File: src/rtl/wb_write_arbiter.sv
// wb_write_arbiter
// Write-side master for the register file. It picks at most one result per
// cycle for the single write port: either the in-order pipeline writeback or
// a buffered long-latency (div/load) result held in a small FIFO. When the
// FIFO head has waited too long, a starvation guard stalls the pipe so the
// buffered results can drain. It also publishes a mask of registers that
// have FIFO-pending writes, for use by the hazard logic.
module wb_write_arbiter #(
    parameter int unsigned RAW        = 5,
    parameter int unsigned DW         = 32,
    parameter int unsigned DEPTH      = 2,
    parameter int unsigned STARVE_LIM = 4
) (
    input  logic                       clk,
    input  logic                       rst_n,
    input  logic                       i_pipe_wr_en,
    input  logic [RAW-1:0]             i_pipe_wr_reg,
    input  logic [DW-1:0]              i_pipe_wr_data,
    output logic                       o_pipe_stall,
    input  logic                       i_lu_valid,
    input  logic [RAW-1:0]             i_lu_reg,
    input  logic [DW-1:0]              i_lu_data,
    output logic                       o_lu_ready,
    output logic                       o_write_en,
    output logic [RAW-1:0]             o_write_reg,
    output logic [DW-1:0]              o_write_data,
    output logic [(2**RAW)-1:0]        o_busy_mask,
    output logic [$clog2(DEPTH):0]     o_fifo_count
);

    localparam int unsigned PW = $clog2(DEPTH);
    localparam int unsigned CW = PW + 1;
    localparam int unsigned WW = $clog2(STARVE_LIM + 1);
    localparam int unsigned NR = 2 ** RAW;

    // Source chosen for the write port in the current cycle
    typedef enum logic [1:0] {
        SRC_NONE = 2'd0,
        SRC_PIPE = 2'd1,
        SRC_FIFO = 2'd2
    } src_e;

    // FIFO storage; fifo_vld marks occupied slots so the busy mask can be
    // built directly from the slots without re-deriving occupancy from pointers.
    logic [RAW-1:0]   fifo_reg  [DEPTH];
    logic [DW-1:0]    fifo_data [DEPTH];
    logic [DEPTH-1:0] fifo_vld;
    logic [PW-1:0]    rd_ptr;
    logic [PW-1:0]    wr_ptr;
    logic [CW-1:0]    count;
    logic [WW-1:0]    wait_cnt;

    logic             write_en_q;
    logic [RAW-1:0]   write_reg_q;
    logic [DW-1:0]    write_data_q;

    logic             empty;
    logic             full;
    logic             stall;
    logic             lu_push;
    logic             fifo_pop;
    src_e             src;
    logic [NR-1:0]    busy_mask;

    assign empty   = (count == '0);
    assign full    = (count == CW'(DEPTH));
    assign stall   = !empty && (wait_cnt >= WW'(STARVE_LIM));
    // Handshake happens on valid && ready; x0 results are accepted but dropped.
    assign lu_push = i_lu_valid && !full && (i_lu_reg != '0);

    // Per-cycle write-port arbitration: starving FIFO, then pipe, then FIFO
    always_comb begin
        src      = SRC_NONE;
        fifo_pop = 1'b0;
        if (stall) begin
            src      = SRC_FIFO;
            fifo_pop = 1'b1;
        end else if (i_pipe_wr_en) begin
            src      = SRC_PIPE;
        end else if (!empty) begin
            src      = SRC_FIFO;
            fifo_pop = 1'b1;
        end
    end

    // Registered write port; address/data hold when no write is issued
    always_ff @(posedge clk or negedge rst_n) begin
        if (!rst_n) begin
            write_en_q   <= 1'b0;
            write_reg_q  <= '0;
            write_data_q <= '0;
        end else begin
            case (src)
                SRC_FIFO: begin
                    write_en_q   <= 1'b1;
                    write_reg_q  <= fifo_reg[rd_ptr];
                    write_data_q <= fifo_data[rd_ptr];
                end
                SRC_PIPE: begin
                    if (i_pipe_wr_reg != '0) begin
                        write_en_q   <= 1'b1;
                        write_reg_q  <= i_pipe_wr_reg;
                        write_data_q <= i_pipe_wr_data;
                    end else begin
                        write_en_q   <= 1'b0;
                    end
                end
                default: begin
                    write_en_q <= 1'b0;
                end
            endcase
        end
    end

    // FIFO slots, pointers and occupancy. Push and pop never target the same
    // slot: equal pointers mean empty (no pop) or full (no push).
    always_ff @(posedge clk or negedge rst_n) begin
        if (!rst_n) begin
            for (int unsigned i = 0; i < DEPTH; i++) begin
                fifo_reg[i]  <= '0;
                fifo_data[i] <= '0;
            end
            fifo_vld <= '0;
            rd_ptr   <= '0;
            wr_ptr   <= '0;
            count    <= '0;
        end else begin
            if (fifo_pop) begin
                fifo_vld[rd_ptr] <= 1'b0;
                rd_ptr           <= rd_ptr + PW'(1);
            end
            if (lu_push) begin
                fifo_reg[wr_ptr]  <= i_lu_reg;
                fifo_data[wr_ptr] <= i_lu_data;
                fifo_vld[wr_ptr]  <= 1'b1;
                wr_ptr            <= wr_ptr + PW'(1);
            end
            if (lu_push && !fifo_pop) begin
                count <= count + CW'(1);
            end else if (!lu_push && fifo_pop) begin
                count <= count - CW'(1);
            end
        end
    end

    // Starvation timer: counts cycles a non-empty FIFO goes unpopped
    always_ff @(posedge clk or negedge rst_n) begin
        if (!rst_n) begin
            wait_cnt <= '0;
        end else if (empty || fifo_pop) begin
            wait_cnt <= '0;
        end else if (wait_cnt < WW'(STARVE_LIM)) begin
            wait_cnt <= wait_cnt + WW'(1);
        end
    end

    // Busy mask: OR of one-hot destinations of occupied FIFO slots
    always_comb begin
        busy_mask = '0;
        for (int unsigned i = 0; i < DEPTH; i++) begin
            if (fifo_vld[i]) begin
                busy_mask[fifo_reg[i]] = 1'b1;
            end
        end
        busy_mask[0] = 1'b0;
    end

    assign o_pipe_stall = stall;
    assign o_lu_ready   = !full;
    assign o_write_en   = write_en_q;
    assign o_write_reg  = write_reg_q;
    assign o_write_data = write_data_q;
    assign o_busy_mask  = busy_mask;
    assign o_fifo_count = count;

endmodule
File: config.mk
export PLATFORM = sky130hd
export DESIGN_NAME = wb_write_arbiter
export DESIGN_NICKNAME = d
export VERILOG_FILES = /design/src/rtl/wb_write_arbiter.sv
export SDC_FILE = /design/constraint.sdc
export NUM_CORES = 1
export LEC_CHECK = 0
export CAP_MARGIN = 0
export CORE_MARGIN = 2
export CORE_UTILIZATION = 60
export CTS_CLUSTER_SIZE = 8
export DETAILED_ROUTE_END_ITERATION = 12
export DONT_BUFFER_PORTS = 1
export PLACE_DENSITY_LB_ADDON = 0.12
export SYNTH_ARGS = -nofsm -noshare
export SYNTH_HDL_FRONTEND = slang
export SYNTH_SLANG_ARGS = --single-unit
File: constraint.sdc
create_clock -name clk -period 3.8 [get_ports clk]
set_clock_uncertainty 0.1 [all_clocks]
set_input_delay 0.57 -clock clk [delete_from_list [all_inputs] [get_ports clk]]
set_output_delay 0.57 -clock clk [all_outputs]
set_load 0.1 [all_outputs]
Word-level counts from Yosys, hierarchy flattened
Index checks and enable logic that the tools add are counted.
{"block": "op_classes", "addsub": 5, "order_cmp": 13, "eq_ne": 4, "n_mux": 40, "bitwise": 6, "n_reduce_logical": 22}
{"operator": "two-way mux 32 bit", "n": 7}
{"operator": "bitwise mux 64 bit", "n": 1}
{"operator": "one-hot mux 32 bit (2 select lines)", "n": 1}
{"operator": "demux 32 bit (select 1 bit)", "n": 1}
{"operator": "bitwise OR 32 bit", "n": 1}
{"operator": "two-way mux 5 bit", "n": 5}
{"operator": "two-way mux 2 bit", "n": 7}
{"operator": "< comparator 5 x 6 -> 1 bit, second input constant", "n": 2}
{"operator": "bitwise mux 10 bit", "n": 1}
{"operator": "demux 1 bit (select 5 bit)", "n": 2}
{"operator": ">= comparator 5 x 1 -> 1 bit, second input constant", "n": 2}
{"operator": "logical AND 1 bit", "n": 10}
{"operator": "one-hot mux 5 bit (2 select lines)", "n": 1}
{"operator": "nonzero test 5 bit", "n": 2}
{"operator": "two-way mux 1 bit", "n": 8}
{"operator": "two-way mux 3 bit", "n": 2}
{"operator": "nonzero test 2 bit", "n": 3}
{"operator": "demux 5 bit (select 1 bit)", "n": 1}
{"operator": "equality test 2 bit, second input constant", "n": 2}
{"operator": ">= comparator 2 bit, second input constant", "n": 2}
{"operator": "logical NOT 1 bit", "n": 4}
{"operator": "< comparator 1 x 2 -> 1 bit, second input constant", "n": 2}
{"operator": "NOT 1 -> 2 bit", "n": 2}
{"operator": "adder 3 x 1 -> 3 bit, second input constant", "n": 1}
{"operator": "17 further kinds", "n": 20}
{"block": "totals", "regBits": 121, "inputBits": 78, "out_inout_bits": 74, "wordCells": 102}

Longest topological paths before layout
Gate-level depths: netlist of run 1.
{"block": "logic_depth", "ltp_word": 9, "mapped_depth": 10, "ltp_nobuf": 7}

Worst setup path after synthesis of run 1
No wires, ideal clock.
{"block": "synth_path", "path_type": "reg2out", "startpoint": "reg fifo_reg[2] in the netlist's numbering", "endpoint": "out o_busy_mask[4]", "arrival_time_ns": 2.538, "required_ns": 3.130, "setup_slack_ns": 0.592, "path_stages_with_launch": 4, "path_buffers": 1, "cell_sequence": "dfrtp_1 clkbuf_1 or3b_2 o22ai_1"}
{"block": "synth_between", "elab_chain_cells": 6, "word_cells_on_any_way": 7, "classes_between": "order compare (2); mux (3); bitwise (1); reduce/logical (1)"}
{"element": "start, declared", "line_no": "45", "source": "logic [RAW-1:0] fifo_reg [DEPTH];"}
{"element": "start signal, assigned by index", "line_no": "133", "source": "fifo_reg[wr_ptr] <= i_lu_reg;"}
{"element": "< comparator 5 x 6 -> 1 bit (not written as such) or >= comparator 5 x 1 -> 1 bit (tied branches)", "line_no": "162", "source": "busy_mask[fifo_reg[i]] = 1'b1;"}
{"element": "logical AND 1 bit (not written as such)", "line_no": "162"}
{"element": "two-way mux 1 bit (not written as such)", "line_no": "162"}
{"element": "demux 1 bit (select 5 bit) *", "line_no": "162"}
{"element": "bitwise OR 32 bit (no source line) *"}
{"element": "two-way mux 32 bit *", "line_no": "161", "source": "if (fifo_vld[i]) begin"}
{"element": "end, declared", "line_no": "27", "source": "output logic [(2**RAW)-1:0] o_busy_mask,"}
Every way passes the cells marked *; elsewhere a longest branch is shown, timed or not.

Worst setup path after layout of run 1
{"block": "layout_path", "startpoint": "reg fifo_reg[6] in the netlist's numbering", "endpoint": "out o_busy_mask[4]"}
{"block": "layout_between", "elab_chain_cells": 7, "word_cells_on_any_way": 8, "classes_between": "order compare (2); mux (4); bitwise (1); reduce/logical (1)"}
{"element": "< comparator 5 x 6 -> 1 bit (not written as such) or >= comparator 5 x 1 -> 1 bit (tied branches)", "line_no": "162"}
{"element": "logical AND 1 bit (not written as such)", "line_no": "162"}
{"element": "two-way mux 1 bit (not written as such)", "line_no": "162"}
{"element": "demux 1 bit (select 5 bit) *", "line_no": "162"}
{"element": "two-way mux 32 bit *", "line_no": "161"}
{"element": "bitwise OR 32 bit (no source line)"}
{"element": "two-way mux 32 bit *", "line_no": "161"}
Marked as above.

==> results of run 1 <==
cells in the final DEF, fill, tap and decap left out, types with 4 or more instances in the layout:
master,n
a222oi_1,5
a22oi_1,32
buf_4,40
clkbuf_16,16
dfrtp_1,120
inv_1,4
mux2_2,89
mux2_4,19
nand2_1,12
nand3_1,37
nand3b_1,10
nand4b_1,32
nor2_1,5
o211ai_1,32
o21ai_0,6
o22ai_2,31
or3b_2,5
stage by stage:
stage / area (µm²) / cells / utilization, %
after CTS: 7310 / 682 / 71.4
after detailed placement: 6720 / 651 / 65.7
after floorplan: 6250 / 526 / -
after global placement: 6720 / 651 / 65.7
final: 7310 / 682 / 71.4
after global routing: 7310 / 682 / 71.4
Yosys cell counts, drive strengths merged:
cell,count,area (µm²)
and2,1,6.26
o22ai,31,194
xnor2,3,26.3
nand4b,32,280
a21oi,1,5.00
o2111a,1,11.3
a21o,1,7.51
nand2b,3,18.8
nor2b,2,12.5
or3b,5,43.8
a222oi,5,50.1
or4,2,15.0
mux2,111,1320
o31ai,1,7.51
nor4,1,6.26
buf,12,92.6
o211a,1,10.0
nor2,6,22.5
nand3b,10,75.1
o2111ai,1,8.76
nor3,1,5.00
ha,4,50.1
conb,1,3.75
nand3,37,185
xor2,2,17.5
or2,1,6.26
o211ai,32,240
clkbuf,39,146
and3,2,12.5
a22oi,32,240
or3,2,12.5
nand2,12,45.0
o21ai,6,30.0
dfrtp,121,3030
inv,4,15.0
how the worst max path moves through the flow:
stage	to	cells past startpoint	start	slack (ps)
floorplan	o_busy_mask[4]	3	fifo_reg[2]	590
global placement	fifo_data[61]	4	i_lu_reg[0]	1210
detailed placement	o_write_data[28]	9	o_fifo_count[1]	1130
CTS	o_busy_mask[4]	3	fifo_reg[5]	1000
global route	o_busy_mask[13]	3	fifo_reg[6]	900
finish	o_busy_mask[4]	3	fifo_reg[6]	1000
cell families (layout without fill, tap and decap cells):
family,Yosys count,after routing,share of synthesized area (%)
xor gates and xnor gates,5,5,0.701
adders and majority gates,4,4,0.801
muxes,111,111,21.1
buffers and inverters,55,75,4.06
AOI/OAI and AO/OA,112,112,12.9
DFF,121,121,48.4
and+or+nand+nor,117,117,11.9
other,1,1,0.0600
metal layers:
metal  share of wire, %  vias up  wire length [µm]  GRT usage [%]
li1                   -     2036                 -              -
met1                 41     2316              6230           36.0
met2                 49      167              7470           46.1
met3                7.7       14              1160           9.87
met4                1.5        0               231           10.2
met5                  0        -                 0              0
area by class of cell:
| cell class | count | area share [%] |
|---|---|---|
| tap | 136 | 2.33 |
| clock inverter | 8 | 1.35 |
| timing repair buffer | 42 | 4.62 |
| inverter | 4 | 0.205 |
| sequential | 121 | 41.5 |
| clock buffer | 21 | 6.15 |
| multi-input combinational | 350 | 43.9 |
==> impl_metrics.csv, run 1 <==
group,metric,value,unit
worst_setup_path,ff2ff_setup_slack,1060,ps
clocking,cts_root_buf,"clkbuf_8",
sta,max_freq,357,MHz
floorplanning,ios,152,
global_route,antenna_found_initial,0,
global_route,grt_util_all_layers,28.6,%
floorplanning,num_rows,37,
sta,hold_violations,0,
min_path,hold_start,"i_lu_data[22]",
clocking,htreeDepth,4,
placed_design,place_ws,1130,ps
min_path,worst_hold_path.num_cells,1,
clocking,cts_tree,"yes",
min_path,hold-path-endpoint,"fifo_data[54]",
placed_design,gp_congestion,0.792,
synth,ys_warn_count,0,
run,max-cap-violations,0,
detailed_routing,dr.first_iter.drc_count,331,
worst_setup_path,critPathCaptureType,"primary output",
synth,synth_nets,608,
sta,setup_tns,0,ps
worst_setup_path,path_max_fanout,7,
clocking,cts-hold-fix-buffers,2,
cells_and_area,drive_gt1_share,40.3,%
global_route,grt_overflow,0,
sta,grt_setup_unrepaired,"false",
cells_and_area,fillers,700,
clocking,cts_resized,0,
worst_setup_path,rr_worst_depth,8,
cells_and_area,antenna_cells,0,
worst_setup_path,crit_chain,"or3b_2 > o22ai_2 > buf_4",
clocking,cts.reportedPaths.clkPinSlew,60,ps
sta,tightestPinTransition,1000,ps
detailed_routing,drc,0,
sta,slew-limit-headroom,33.1,%
global_route,grt_pass1_vias,4776,
floorplanning,core_region_area,10200,µm²
worst_setup_path,cp-start-kind,"register",
worst_setup_path,cp.required,3130,ps
synth,synth_cells,526,
detailed_routing,wl_per_cell,22.1,µm
worst_setup_path,r2r_start,"o_fifo_count[1]",
synth,synth_area,6250,µm²
cells_and_area,seq_area,3030,µm²
clocking,clock-sinks,121,
worst_setup_path,critPathBufInv,1,
cells_and_area,largest_reg_flops,64,
synth,synth_cell_type_count,40,
detailed_routing,antenna_left,0,
clocking,cts_buffer_depth,2,
synth,synth-seq-area-share,48.4,%
placed_design,dp_hpwl,9460,µm
worst_setup_path,critPathTopFamily,"simple AND/OR/NAND/NOR gates",
placed_design,port_buffers,0,
detailed_routing,totalWireLength,15100,µm
synth,ys_ff_latch,121,
worst_setup_path,crit_slowest_cell,"or3b_2",
sta,worst_slack,1000,ps
floorplanning,dieArea,11300,µm²
sta,slew_violations,0,
run_status,outcome,"finished clean",
sta,min_period,2800,ps
synth,synth.avg_cell_area,11.9,µm²
floorplanning,die_h,106,µm
detailed_routing,vias,4533,
detailed_routing,viasPerCell,6.65,
clocking,cts_setup_buffers,0,
sta,period_share,73.7,%
floorplanning,die_w,106,µm
cells_and_area,nets,618,
detailed_routing,dr.pass1.iters,5,
sta,whs,84.2,ps
cells_and_area,multi_input_area,3210,µm²
worst_setup_path,cp.arrival,2130,ps
clocking,cts_buffers,17,
worst_setup_path,r2r-end,"o_write_data[2]",
global_route,grt_max_degree,122,
sta,final-setup-viol-count,0,
worst_setup_path,worst-setup-path-type,"register to primary output",
global_route,grt_pass1_wl,24900,µm
cells_and_area,areaGrowthSynthToFinish,16.9,%
min_path,worstHoldPathType,"primary input to register",
worst_setup_path,cp_slowest_stage_delay,610,ps
clocking,clk_latency,520,ps
floorplanning,start_util,61.1,%
Power of run 1 is not shown: default switching activity piles up to over one toggle a cycle in this logic, so the estimate is an artifact.
==> run 2: changes to the inputs <==
clock period = 2.66 ns   (was 3.8 ns; I/O delays follow)
==> impl_metrics.csv, run 2 (same netlist as run 1, synthesis figures left out) <==
group,metric,value,unit
detailed_routing,dr.pass1.iters,5,
floorplanning,die_h,106,µm
run_status,violations,"negative hold slack",
cells_and_area,largest_reg_flops,64,
global_route,grt_util_all_layers,31.3,%
run,max-cap-violations,0,
sta,final-setup-viol-count,0,
floorplanning,num_rows,37,
worst_setup_path,path_max_fanout,7,
placed_design,gp_congestion,0.810,
sta,max_freq,384,MHz
worst_setup_path,cp-start-kind,"register",
detailed_routing,antenna_left,0,
clocking,cts_tree,"yes",
sta,slew_violations,0,
worst_setup_path,worst-setup-path-type,"register to primary output",
cells_and_area,fin_util,80.7,%
clocking,clock-sinks,121,
clocking,clk_latency,530,ps
clocking,cts_buffer_depth,2,
floorplanning,die_w,106,µm
global_route,grt_max_degree,122,
cells_and_area,nets,703,
cells_and_area,areaGrowthSynthToFinish,32.1,%
detailed_routing,viasPerCell,6.58,
worst_setup_path,critPathCaptureType,"primary output",
cells_and_area,antenna_cells,0,
floorplanning,ios,152,
sta,slew-limit-headroom,32.7,%
floorplanning,dieArea,11300,µm²
sta,min_period,2600,ps
detailed_routing,wl_per_cell,22.6,µm
run_status,outcome,"finished with violations",
clocking,cts.reportedPaths.clkPinSlew,60,ps
placed_design,dp_hpwl,10000,µm
detailed_routing,totalWireLength,17400,µm
clocking,cts_root_buf,"clkbuf_8",
min_path,worstHoldPathType,"primary input to async pin",
sta,hold_violations,121,
sta,tightestPinTransition,1010,ps
cells_and_area,layout_common_cells,"dfrtp_1 (117), mux2_2 (89), dlygate4sd3_1 (73), buf_4 (47), nand3_1 (37)",
sta,whs,-538,ps
floorplanning,core_region_area,10200,µm²
floorplanning,start_util,61.1,%
worst_setup_path,cp.required,2160,ps
global_route,grt_pass1_vias,5177,
detailed_routing,dr.first_iter.drc_count,428,
clocking,cts_buffers,17,
placed_design,port_buffers,0,
detailed_routing,drc,0,
clocking,cts-hold-fix-buffers,74,
detailed_routing,vias,5067,
global_route,antenna_found_initial,0,
sta,grt_setup_unrepaired,"false",
worst_setup_path,cp.arrival,2100,ps
global_route,grt_overflow,0,
cells_and_area,drive_gt1_share,38.2,%
clocking,htreeDepth,4,
cells_and_area,layout_commonest_cell,"dfrtp_1",
sta,period_share,97.9,%
global_route,grt_pass1_wl,27400,µm
## run 2: metrics by stage
step,area (µm²),cells,worst slack [ps],TNS [ps]
detailed placement,6790,660,120,0
finish,8260,770,56.4,0
global route,8260,770,0.557,0
floorplan,6390,526,-377,-3770
CTS,8210,766,39.1,0
global placement,6790,660,239,0
## run 2: final timing paths
path / startpoint / depth (start not counted) / endpoint / slack [ps]
worst max register to register: o_fifo_count[0] / 7 / o_write_data[10] / 120
max in group asynchronous: rst_n / 0 / fifo_data[55] / 2770
worst min-delay path: rst_n / 0 / o_write_data[24] / -540
worst max-delay path: fifo_reg[5] / 3 / o_busy_mask[4] / 60
worst min register to register: wait_cnt[0] / 1 / wait_cnt[0] / 370
min in group clk: i_pipe_wr_data[23] / 2 / o_write_data[23] / 50
## run 2: cell type report
type / instances / area (µm²)
clock inverters: 15 / 250
repair buffers: 125 / 1150
multi-input cells: 352 / 3230
flip-flops and latches: 121 / 3030
well taps: 136 / 170
inverters: 4 / 15.0
fillers: 596 / 1970
clock buffers: 17 / 414
## run 2: timing repair
action | 4_1_cts | 5_1_grt
gates resized for setup | 0 | 6
setup buffers | 0 | 2
endpoints found under the hold margin | 232 | 121
setup endpoints to repair | 0 | 47
## run 2: critical path: stages, from the launching register on
cell and delay (ps):
dfrtp_1 420, or3b_2 630, o22ai_2 210, buf_4 310
## run 2: routing by layer
metal | global-route usage, % | routed length [µm] | share of wire [%]
met3 | 8.89 | 1260 | 7.3
met4 | 11.6 | 408 | 2.3
met5 | 0 | 0 | 0
met2 | 50.6 | 8670 | 50
met1 | 40.5 | 7040 | 40
Power of run 2 is left out for the same reason.
==> run 3: changes to the inputs <==
CORE_ASPECT_RATIO = 1.2   (was unset)
CTS_CLUSTER_SIZE = unset   (was 8)
HOLD_SLACK_MARGIN = 0.12   (was unset)
==> impl_metrics.csv, run 3 (same netlist as run 1, synthesis figures left out) <==
group,metric,value,unit
run_status,outcome,"finished with violations",
run_status,violations,"negative hold slack",
clocking,cts_setup_buffers,0,
worst_setup_path,worst-setup-path-type,"register to register",
global_route,antenna_found_initial,0,
detailed_routing,drc,0,
floorplanning,start_util,62.2,%
sta,slew_violations,0,
sta,setup_tns,0,ps
floorplanning,core_region_area,10100,µm²
sta,min_period,2540,ps
cells_and_area,drive_gt1_share,36.2,%
placed_design,gp_congestion,0.793,
clocking,cts_buffers,17,
worst_setup_path,r2r-end,"o_write_data[2]",
cells_and_area,layout_common_cells,"dfrtp_1 (118), dlygate4sd3_1 (92), mux2_2 (89), buf_4 (46), nand3_1 (37)",
clocking,htreeDepth,4,
worst_setup_path,cp.arrival,2790,ps
run,max-cap-violations,0,
cells_and_area,nets,719,
sta,whs,-416,ps
floorplanning,dieArea,11300,µm²
sta,hold_violations,121,
global_route,grt_pass1_vias,5498,
sta,tightestPinTransition,1000,ps
global_route,grt_pass1_wl,28600,µm
clocking,cts_tree,"yes",
cells_and_area,instances_no_fill,776,
worst_setup_path,path_max_fanout,35,
clocking,cts-hold-fix-buffers,93,
global_route,grt_max_degree,122,
sta,slew-limit-headroom,33.3,%
cells_and_area,areaGrowthSynthToFinish,33.8,%
sta,final-setup-viol-count,0,
cells_and_area,antenna_cells,0,
sta,period_share,95.6,%
detailed_routing,antenna_left,0,
cells_and_area,fin_util,83.1,%
detailed_routing,dr.first_iter.drc_count,449,
detailed_routing,viasPerCell,6.76,
placed_design,post-place-cells,648,
floorplanning,ios,152,
clocking,cts.reportedPaths.clkPinSlew,50,ps
clocking,clk_latency,410,ps
worst_setup_path,cp-start-kind,"register",
worst_setup_path,r2r_start,"o_fifo_count[1]",
clocking,cts_buffer_depth,2,
detailed_routing,dr.pass1.iters,5,
placed_design,place_ws,150,ps
sta,max_freq,393,MHz
worst_setup_path,cp.required,2900,ps
pwr,powerDensity,1490,nW/µm²
cells_and_area,largest_reg_flops,64,
min_path,worstHoldPathType,"primary input to async pin",
placed_design,port_buffers,0,
pwr,p_leak,0.00338,µW
floorplanning,die_w,97.2,µm
cells_and_area,layout_commonest_cell,"dfrtp_1",
worst_setup_path,rr_worst_depth,8,
detailed_routing,vias,5248,
cells_and_area,multi_input_area,3240,µm²
worst_setup_path,critPathCaptureType,"register",
placed_design,dp_hpwl,9800,µm
global_route,grt_overflow,0,
sta,worst_slack,118,ps
cells_and_area,fillers,529,
detailed_routing,wl_per_cell,23.9,µm
floorplanning,num_rows,40,
detailed_routing,totalWireLength,18600,µm
clocking,clock-sinks,121,
global_route,grt_util_all_layers,32.1,%
worst_setup_path,ff2ff_setup_slack,120,ps
sta,grt_setup_unrepaired,"false",
cells_and_area,seq_area,3030,µm²
clocking,cts_root_buf,"clkbuf_16",
floorplanning,die_h,116,µm
pwr,ir_worst_vdd,0.000880,V
[run 3: cell types whose count changed in the layout (fill, tap and decap cells not counted), sizes merged]
cell and change:
clkbuf +8, bufinv -4, clkinvlp -3, dlygate4sd3 +19
buf -4
[run 3: worst max-delay path by stage]
stage | from | endpoint | slack [ps] | cells past startpoint
2_1_floorplan | fifo_reg[2] | o_busy_mask[4] | -380 | 3
6_report | o_fifo_count[1] | o_write_data[2] | 120 | 8
3_3_place_gp | o_fifo_count[1] | o_write_data[2] | 260 | 7
3_5_place_dp | o_fifo_count[1] | o_write_data[4] | 150 | 7
5_1_grt | o_fifo_count[1] | o_write_data[13] | 20 | 8
4_1_cts | o_fifo_count[1] | o_write_data[0] | 50 | 8
[run 3: layout make-up]
cell class	instances	area share, %
Clock buffer	24	5.88
Clock inverter	8	1.11
Inverter	4	0.180
Multi-Input combinational cell	352	38.8
Sequential cell	121	36.2
Tap cell	126	1.88
Timing Repair Buffer	141	15.9
[run 3: power breakdown]
group / switching, µW / internal (µW)
registers: 2730 / 2720
logic: 2730 / 2050
clock network: 794 / 1470
[run 3: worst max-delay path: stages (launching register included)]
cell,delay (ps)
dfrtp_2,390
or2_2,330
nand2_1,120
and2_1,170
ha_4,300
buf_12,250
o211ai_1,150
dlygate4sd3_1,580
nand3_1,70
[run 3: through the flow]
stage | instance area [µm²] | power (µW)
floorplan | 6390 | 8930
global route | 8360 | 13000
finish | 8360 | 12500
detailed placement | 6780 | 9890
global placement | 6780 | 9700
CTS | 8300 | 12300
[run 3: timing repair]
item,CTS,global route
resized for setup,0,3
endpoints found under the hold margin,233,121
endpoints found under the setup margin,0,37
[run 3: per-layer routing]
layer  global-route usage (%)  wire length [µm]  up-vias
li1                         -                 -     2260
met1                     38.8              7220     2680
met2                     55.9              9450      266
met3                     8.38              1490       42
met4                     12.2               390        0
met5                        0                 0        -
No activity file was read; power rests on OpenSTA's default activity.
